**src/rtl/csdf_switch_ms.sv**
```systemverilog
// ---------------------------------------------------------------------------
// csdf_switch_ms : cyclo-static SWITCH actor (dual of PICK).
//
// Tokens pushed by the upstream actor are buffered in a small FIFO and
// forwarded, strictly in order, to one of PORTS output push ports. The
// destination follows a fixed schedule of NUM_OP phases; each phase forwards
// RATE tokens to port (phase mod PORTS), after which the schedule advances
// and wraps.
//
// Ports
//   ck        : clock, rising edge
//   rst       : synchronous reset, active-low
//   in_wr     : upstream push strobe
//   in_data   : upstream push data
//   in_full   : FIFO full, back to upstream (from registered count)
//   out_wr    : per-port one-cycle write pulse
//   out_data  : per-port data, port k at [k*WIDTH +: WIDTH], held between fires
//   out_full  : per-port full from downstream FIFOs
//   phase     : current schedule phase, for observation
// ---------------------------------------------------------------------------
module csdf_switch_ms #(
    parameter  int WIDTH  = 8,
    parameter  int PORTS  = 2,
    parameter  int NUM_OP = 4,
    parameter  int RATE   = 2,
    parameter  int DEPTH  = 4,
    localparam int PW     = (NUM_OP > 1) ? $clog2(NUM_OP) : 1
) (
    input  logic                   ck,
    input  logic                   rst,
    input  logic                   in_wr,
    input  logic [WIDTH-1:0]       in_data,
    output logic                   in_full,
    output logic [PORTS-1:0]       out_wr,
    output logic [PORTS*WIDTH-1:0] out_data,
    input  logic [PORTS-1:0]       out_full,
    output logic [PW-1:0]          phase
);

    localparam int AW = $clog2(DEPTH);
    localparam int CW = $clog2(DEPTH + 1);
    localparam int TW = (RATE > 1) ? $clog2(RATE) : 1;
    localparam int DW = $clog2(PORTS);

    logic [WIDTH-1:0]       r_mem [DEPTH];
    logic [AW-1:0]          r_wp;
    logic [AW-1:0]          r_rp;
    logic [CW-1:0]          r_cnt;
    logic [PW-1:0]          r_phase;
    logic [TW-1:0]          r_tok;
    logic [PORTS-1:0]       r_out_wr;
    logic [PORTS*WIDTH-1:0] r_out_data;

    logic                   w_full;
    logic                   w_push;
    logic                   w_fire;
    logic [DW-1:0]          w_dst;
    logic [WIDTH-1:0]       w_head;
    logic [PORTS-1:0]       w_wr_next;

    // ---------------------------------------------------------------------
    // Combinational control
    // ---------------------------------------------------------------------
    always_comb begin
        w_full = (r_cnt == CW'(DEPTH));
        // Full is judged on the registered count, so a same-cycle pop never
        // opens room for a push.
        w_push = in_wr && !w_full;
        w_dst  = DW'(int'(r_phase) % PORTS);
        w_head = r_mem[r_rp];
        // Head-of-line blocking: only the current destination's full matters.
        w_fire = (r_cnt != '0) && !out_full[w_dst];
        w_wr_next = '0;
        if (w_fire) begin
            w_wr_next[w_dst] = 1'b1;
        end
    end

    // ---------------------------------------------------------------------
    // FIFO storage (contents need no reset; count/pointers gate validity)
    // ---------------------------------------------------------------------
    always_ff @(posedge ck) begin
        if (w_push) begin
            r_mem[r_wp] <= in_data;
        end
    end

    // ---------------------------------------------------------------------
    // FIFO pointers, count, schedule state and output registers
    // ---------------------------------------------------------------------
    always_ff @(posedge ck) begin
        if (!rst) begin
            r_wp       <= '0;
            r_rp       <= '0;
            r_cnt      <= '0;
            r_phase    <= '0;
            r_tok      <= '0;
            r_out_wr   <= '0;
            r_out_data <= '0;
        end else begin
            if (w_push) begin
                r_wp <= r_wp + AW'(1);
            end
            if (w_fire) begin
                r_rp <= r_rp + AW'(1);
            end
            case ({w_push, w_fire})
                2'b10:   r_cnt <= r_cnt + CW'(1);
                2'b01:   r_cnt <= r_cnt - CW'(1);
                default: r_cnt <= r_cnt;
            endcase

            if (w_fire) begin
                if (r_tok == TW'(RATE - 1)) begin
                    r_tok   <= '0;
                    r_phase <= (r_phase == PW'(NUM_OP - 1)) ? '0 : r_phase + PW'(1);
                end else begin
                    r_tok <= r_tok + TW'(1);
                end
            end

            r_out_wr <= w_wr_next;
            for (int unsigned k = 0; k < PORTS; k++) begin
                if (w_wr_next[k]) begin
                    r_out_data[k*WIDTH +: WIDTH] <= w_head;
                end
            end
        end
    end

    assign in_full  = w_full;
    assign out_wr   = r_out_wr;
    assign out_data = r_out_data;
    assign phase    = r_phase;

endmodule

```
**config.mk**
```make
export PLATFORM = sky130hd
export DESIGN_NAME = csdf_switch_ms
export DESIGN_NICKNAME = d
export VERILOG_FILES = /design/src/rtl/csdf_switch_ms.sv
export SDC_FILE = /design/constraint.sdc
export NUM_CORES = 1
export LEC_CHECK = 0
export BUFFER_PORTS_ARGS = -buffer_cell sky130_fd_sc_hd__buf_4
export CORE_MARGIN = 4
export CORE_UTILIZATION = 40
export CTS_CLUSTER_SIZE = 30
export DETAILED_ROUTE_END_ITERATION = 10
export SLEW_MARGIN = 0
export SYNTH_ARGS = -nofsm -noshare
export SYNTH_HDL_FRONTEND = slang
export SYNTH_SLANG_ARGS = --single-unit
```
**constraint.sdc**
```tcl
create_clock -name ck -period 3.33 [get_ports ck]
set_clock_uncertainty 0.1 [all_clocks]
set_input_delay 0.666 -clock ck [delete_from_list [all_inputs] [get_ports ck]]
set_output_delay 0.666 -clock ck [all_outputs]
set_load 0.01 [all_outputs]
```
==> out/metrics.csv, run 1 <==
metric,value,unit
status,"finished, final reports clean",
first-pass GRT wire length,7.04,mm
critical-path maximum fanout,7,
Resized Gates After CTS,0,
Worst setup EP type,flop,
Synth area leaders,"edfxtp_1, dfxtp_1, mux4_2, a22o_1, ha_1",
placed instance area,2680,um2
vias in the first global route,1406,
layout cells sized above 1,0.320,
register area share after synthesis,0.657,
CTS Hold Buffers Added,0,
Die ar.,7240,um2
PD cells,727,nW/um2
1st-iter DRT viols,52,
routed via count,1396,
commonest cells in the synthesized netlist,"edfxtp_1, dfxtp_1, a22o_1",
Sum Neg Setup Slack,0,ps
core area,5640,um2
crit path from,r_cnt[2],
Synth Net Count,177,
# port buffers,33,
Synth cell types,34,
Power Total,2.10,mW
post-DP HPWL,3.17,mm
max-cap violation count,0,
n_diodes,0,
overall die width,85.1,um
Num CTS Buffers,9,
P&R area growth vs syn,21.3,%
Final Hold Fails,0,
unrepaired setup endpoints after global routing,false,
H-tree depth,3,
vias per cell,5.13,
routability cong.,0.803,
Nets,215,
# IOs,34,
Final Setup Violations,0,
Tot GR Track Use,0.131,
launch point of the worst reg-to-reg path,r_cnt[2],
"EDFF count, synth",32,
Cells after Synth,157,
die extent in y,85.1,um
#FFs+latches synth,62,
most frequent cell after synthesis,edfxtp_1,
Worst Path Required,3480,ps
initial antenna violation count,0,
period utilization,0.768,
clk sinks,62,
initial core utilization,0.421,
cell area after synthesis,2380,um2
Max Slew Vio Count,0,
Post-Layout Inst Area,2880,um2
minimum clock period,2560,ps
primary flip-flop cell chosen by synthesis mapping,edfxtp_1,
row cnt,27,
ys async rst share,0,
Static Leak,1.10,nW
CP Launch Type,flop,
setup bufs post-CTS,0,
Routed WL,4.31,mm
fmax,391,MHz
DRC errors left,0,
Rel. slew slack,0.624,
wire per inst,15.9,um
fillers,478,
Synth top area share,0.404,
final design utilization,0.511,
Crit path arrival time,2710,ps
Clock Latency Late Sink,330,ps
top cell type by total area after synthesis,edfxtp_1,
hold_sp,r_rp[1],
Max VDD drop,0.000269,V
TritonCTS clock tree,done,
Worst Hold Class,flop to flop,
transition time of the tightest slew-check pin,563,ps
clk buf depth,2,
Ys Warns,0,
CP Class,flop to flop,
"Avg Cell Area, Syn",15.1,um2
WHS,378,ps
DRT antenna net count,0,
total grt overflow,0,
pin count of the biggest net entering global routing,13,
Pre-antenna DRT Iters,4,
clock slew at reported path FFs,60,ps
root buffer cell,clkbuf_8,
cells by family after synthesis:
group	count (synthesis)	synth area share
flip-flops	62	0.657
AO/OA/AOI/OAI	31	0.0989
AND/OR/NAND/NOR	27	0.0726
buffers and inverters	16	0.0310
multiplexers	12	0.0932
adder cells (fa/ha/maj)	7	0.0400
XOR/XNOR	2	0.00737
final cells by class:
cell class	count	area (um2)	share of cell area
sequential	62	1560	0.541
multi-input combinational	79	742	0.257
timing repair buffer	33	248	0.0859
clock buffer	12	178	0.0616
tap	72	90.1	0.0312
inverter	10	37.5	0.0130
clock inverter	4	27.5	0.00954
worst max-delay path, cell delays in order, from the launching register on:
cell and delay [ps]:
dfxtp_1 400, or3b_1 480, inv_2 130, nor2_1 50, inv_1 60, ha_1 190
inv_1 70, fa_1 370, xor2_1 160, or3_1 310, a21oi_1 170
sequential cells by signal, summed over array words and instances, names as in the netlist, named ones only:
| register | flops |
|---|---|
| r_mem | 32 |
| out_data | 16 |
| r_cnt | 3 |
| out_wr | 2 |
| phase | 2 |
| r_rp | 2 |
| r_wp | 2 |
| r_tok | 1 |
cell usage in the layout, fill, tap and decap left out, drive strengths merged, types with 6 or more instances in the layout:
master	instances
ha	6
buf	33
mux4	8
clkbuf	12
dfxtp	30
a22o	16
inv	10
a21oi	8
nor2	6
edfxtp	32
per-layer routing:
layer / routed length (um) / GRT usage / part of all wire
met5: 0 / 0 / 0
met3: 221 / 0.0398 / 0.051
met2: 2160 / 0.206 / 0.50
met4: 79 / 0.0892 / 0.018
met1: 1860 / 0.152 / 0.43
path summary, 6_finish.rpt:
path                            depth (start not counted)  endpoint  slack, ps
worst max-delay path                                   10  r_cnt[2]        770
worst min-delay path                                    2   r_rp[1]        380
worst max register to register                         10  r_cnt[2]        770
worst min register to register                          2   r_rp[1]        380
power breakdown:
group / total [mW] / internal, mW / leakage [nW] / switching, mW
clock: 0.640 / 0.359 / 0.0949 / 0.281
sequential: 0.992 / 0.907 / 0.538 / 0.0853
combinational: 0.464 / 0.227 / 0.472 / 0.237
through the flow:
step	worst slack (ps)	std cells
2_1_floorplan	981	157
3_3_place_gp	791	256
3_5_place_dp	643	256
4_1_cts	730	272
5_1_grt	559	272
6_report	772	272
Note: power is estimated with default switching activity, not from simulation.
==> inputs of run 2 (changes only) <==
==> constraint.sdc (replaced) <==
create_clock -name ck -period 2.35 [get_ports ck]
set_clock_uncertainty 0.1 [all_clocks]
set_input_delay 0.47 -clock ck [delete_from_list [all_inputs] [get_ports ck]]
set_output_delay 0.47 -clock ck [all_outputs]
set_load 0.01 [all_outputs]
==> run 2 against run 1 <==
Critical path depth is the same. Final cell count grew 2.9%. Global-route usage shrank 0.54 points. Combinational power grew 63%. Via count grew 0.79%. Sequential share of layout area shrank 0.74 points. Critical endpoint unchanged. Largest power group unchanged.
==> out/metrics.csv, run 2 (synthesis gave the netlist of run 1 again) <==
metric,value,unit,change
PD cells,1010,nW/um2,was 727 nW/um2
launch point of the worst reg-to-reg path,r_cnt[1],,was r_cnt[2]
overall die width,85.1,um,unchanged
Routed WL,4.32,mm,was 4.31 mm
R2R Path End,r_cnt[2],,unchanged
routability cong.,0.851,,was 0.803
DR top layer,met4,,unchanged
Worst Path Required,2500,ps,was 3480 ps
minimum clock period,2300,ps,was 2560 ps
Post-Place Worst Slack,-83.1,ps,was 643 ps
critical-path maximum fanout,5,,was 7
Final Worst Setup Slack,53.4,ps,was 772 ps
Static Leak,1.14,nW,was 1.10 nW
Pre-antenna DRT Iters,5,,was 4
Power Total,2.94,mW,was 2.10 mW
Num CTS Buffers,9,,unchanged
Final Hold Fails,0,,unchanged
n_diodes,0,,unchanged
1st-iter DRT viols,32,,was 52
fmax,435,MHz,was 391 MHz
Max VDD drop,0.000420,V,was 0.000269 V
max FFs per register,32,,unchanged
layout cells sized above 1,0.370,,was 0.320
"commonest cells after routing, fill and taps aside","buf_4, edfxtp_1, dfxtp_1",,unchanged
Worst setup EP type,flop,,unchanged
H-tree depth,3,,unchanged
Die ar.,7240,um2,unchanged
initial antenna violation count,0,,unchanged
DR WL met3,187,um,was 221 um
final design utilization,0.519,,was 0.511
row cnt,27,,unchanged
# port buffers,33,,unchanged
# IOs,34,,unchanged
core area,5640,um2,unchanged
Clock Latency Late Sink,320,ps,was 330 ps
transition time of the tightest slew-check pin,561,ps,was 563 ps
Reg with most FFs,r_mem,,unchanged
DRC errors left,0,,unchanged
max-cap violation count,0,,unchanged
initial core utilization,0.421,,unchanged
CTS Hold Buffers Added,0,,unchanged
CP Class,flop to flop,,unchanged
Final Setup Violations,0,,unchanged
Setup crit end,r_cnt[2],,unchanged
vias per cell,5.03,,was 5.13
Worst Hold Class,input pin to flop,,was flop to flop
P&R area growth vs syn,23.1,%,was 21.3%
vias in the first global route,1400,,was 1406
Tot GR Track Use,0.125,,was 0.131
clk sinks,62,,unchanged
DRT antenna net count,0,,unchanged
clock slew at reported path FFs,70,ps,was 60 ps
routed via count,1407,,was 1396
post-DP HPWL,3.13,mm,was 3.17 mm
pin count of the biggest net entering global routing,12,,was 13
Worst R2R Path Depth,10,,unchanged
Nets,223,,was 215
wire per inst,15.4,um,was 15.9 um
total grt overflow,0,,unchanged
Crit path arrival time,2450,ps,was 2710 ps
CP Launch Type,flop,,unchanged
"most common cell after layout, fill and taps aside",buf_4,,unchanged
period utilization,0.977,,was 0.768
root buffer cell,clkbuf_8,,unchanged
TritonCTS clock tree,done,,unchanged
hold_sp,in_data[0],,was r_rp[1]
status,"finished, final reports clean",,unchanged
die extent in y,85.1,um,unchanged
Rel. slew slack,0.626,,was 0.624
WL met2,2.19,mm,was 2.16 mm
unrepaired setup endpoints after global routing,true,,was false
crit path from,r_cnt[1],,was r_cnt[2]
clk buf depth,2,,unchanged
wl on met1,1.88,mm,was 1.86 mm
first-pass GRT wire length,6.91,mm,was 7.04 mm
flop2flop setup slack,50,ps,was 770 ps
Max Slew Vio Count,0,,unchanged
-- run 2: final cells by class --
class                   instances  area [um2]
repair buffers                 41         308
clock inverters                 6        37.5
clock buffers                  10         138
flip-flops and latches         62        1560
inverters                      10        37.5
well taps                      72        90.1
multi-input cells              79         753
fillers                       457        2720
-- run 2: worst min path at each step --
stage                     slack [ps]           end  cells past startpoint
after floorplan                  350          flop                      2
after global placement           360   out_data[6]                      1
after detailed placement         370  out_data[15]                      1
after CTS                        230   r_mem[2][0]                      1
after global routing             210   r_mem[2][0]                      1
final                            240   r_mem[2][0]                      1
-- run 2: power by group --
| group | switching [mW] | leakage (nW) | internal, mW |
|---|---|---|---|
| registers | 0.101 | 0.538 | 1.29 |
| clock network | 0.395 | 0.0857 | 0.405 |
| logic | 0.371 | 0.513 | 0.385 |
| total | 0.867 | 1.14 | 2.08 |
-- run 2: routing by layer --
layer  track usage  up-vias
met5             0        -
met4        0.0561        0
met3        0.0466        4
met2         0.202       22
met1         0.149      692
li1              -      689
-- run 2: through the flow --
step | hold WS, ps | area (um2) | instances | setup TNS [ps]
after floorplan | 349 | 2380 | 157 | 0
after global placement | 362 | 2730 | 263 | 0
after detailed placement | 371 | 2730 | 263 | -83.1
after CTS | 228 | 2910 | 279 | 0
after global routing | 215 | 2930 | 280 | -52.9
final | 243 | 2930 | 280 | 0
-- run 2: worst max-delay path, stage by stage, from the launching register on --
cell and delay, ps:
dfxtp_2 340, or3b_4 380, inv_2 80, nor2_1 40
inv_1 60, ha_2 180, inv_1 60, fa_2 350
xor2_1 160, or3_1 330, a21oi_2 150
-- run 2: repair_timing --
action,in CTS,in global routing
buffers inserted,0,1
gates resized for setup,3,2
setup endpoints to repair,1,1
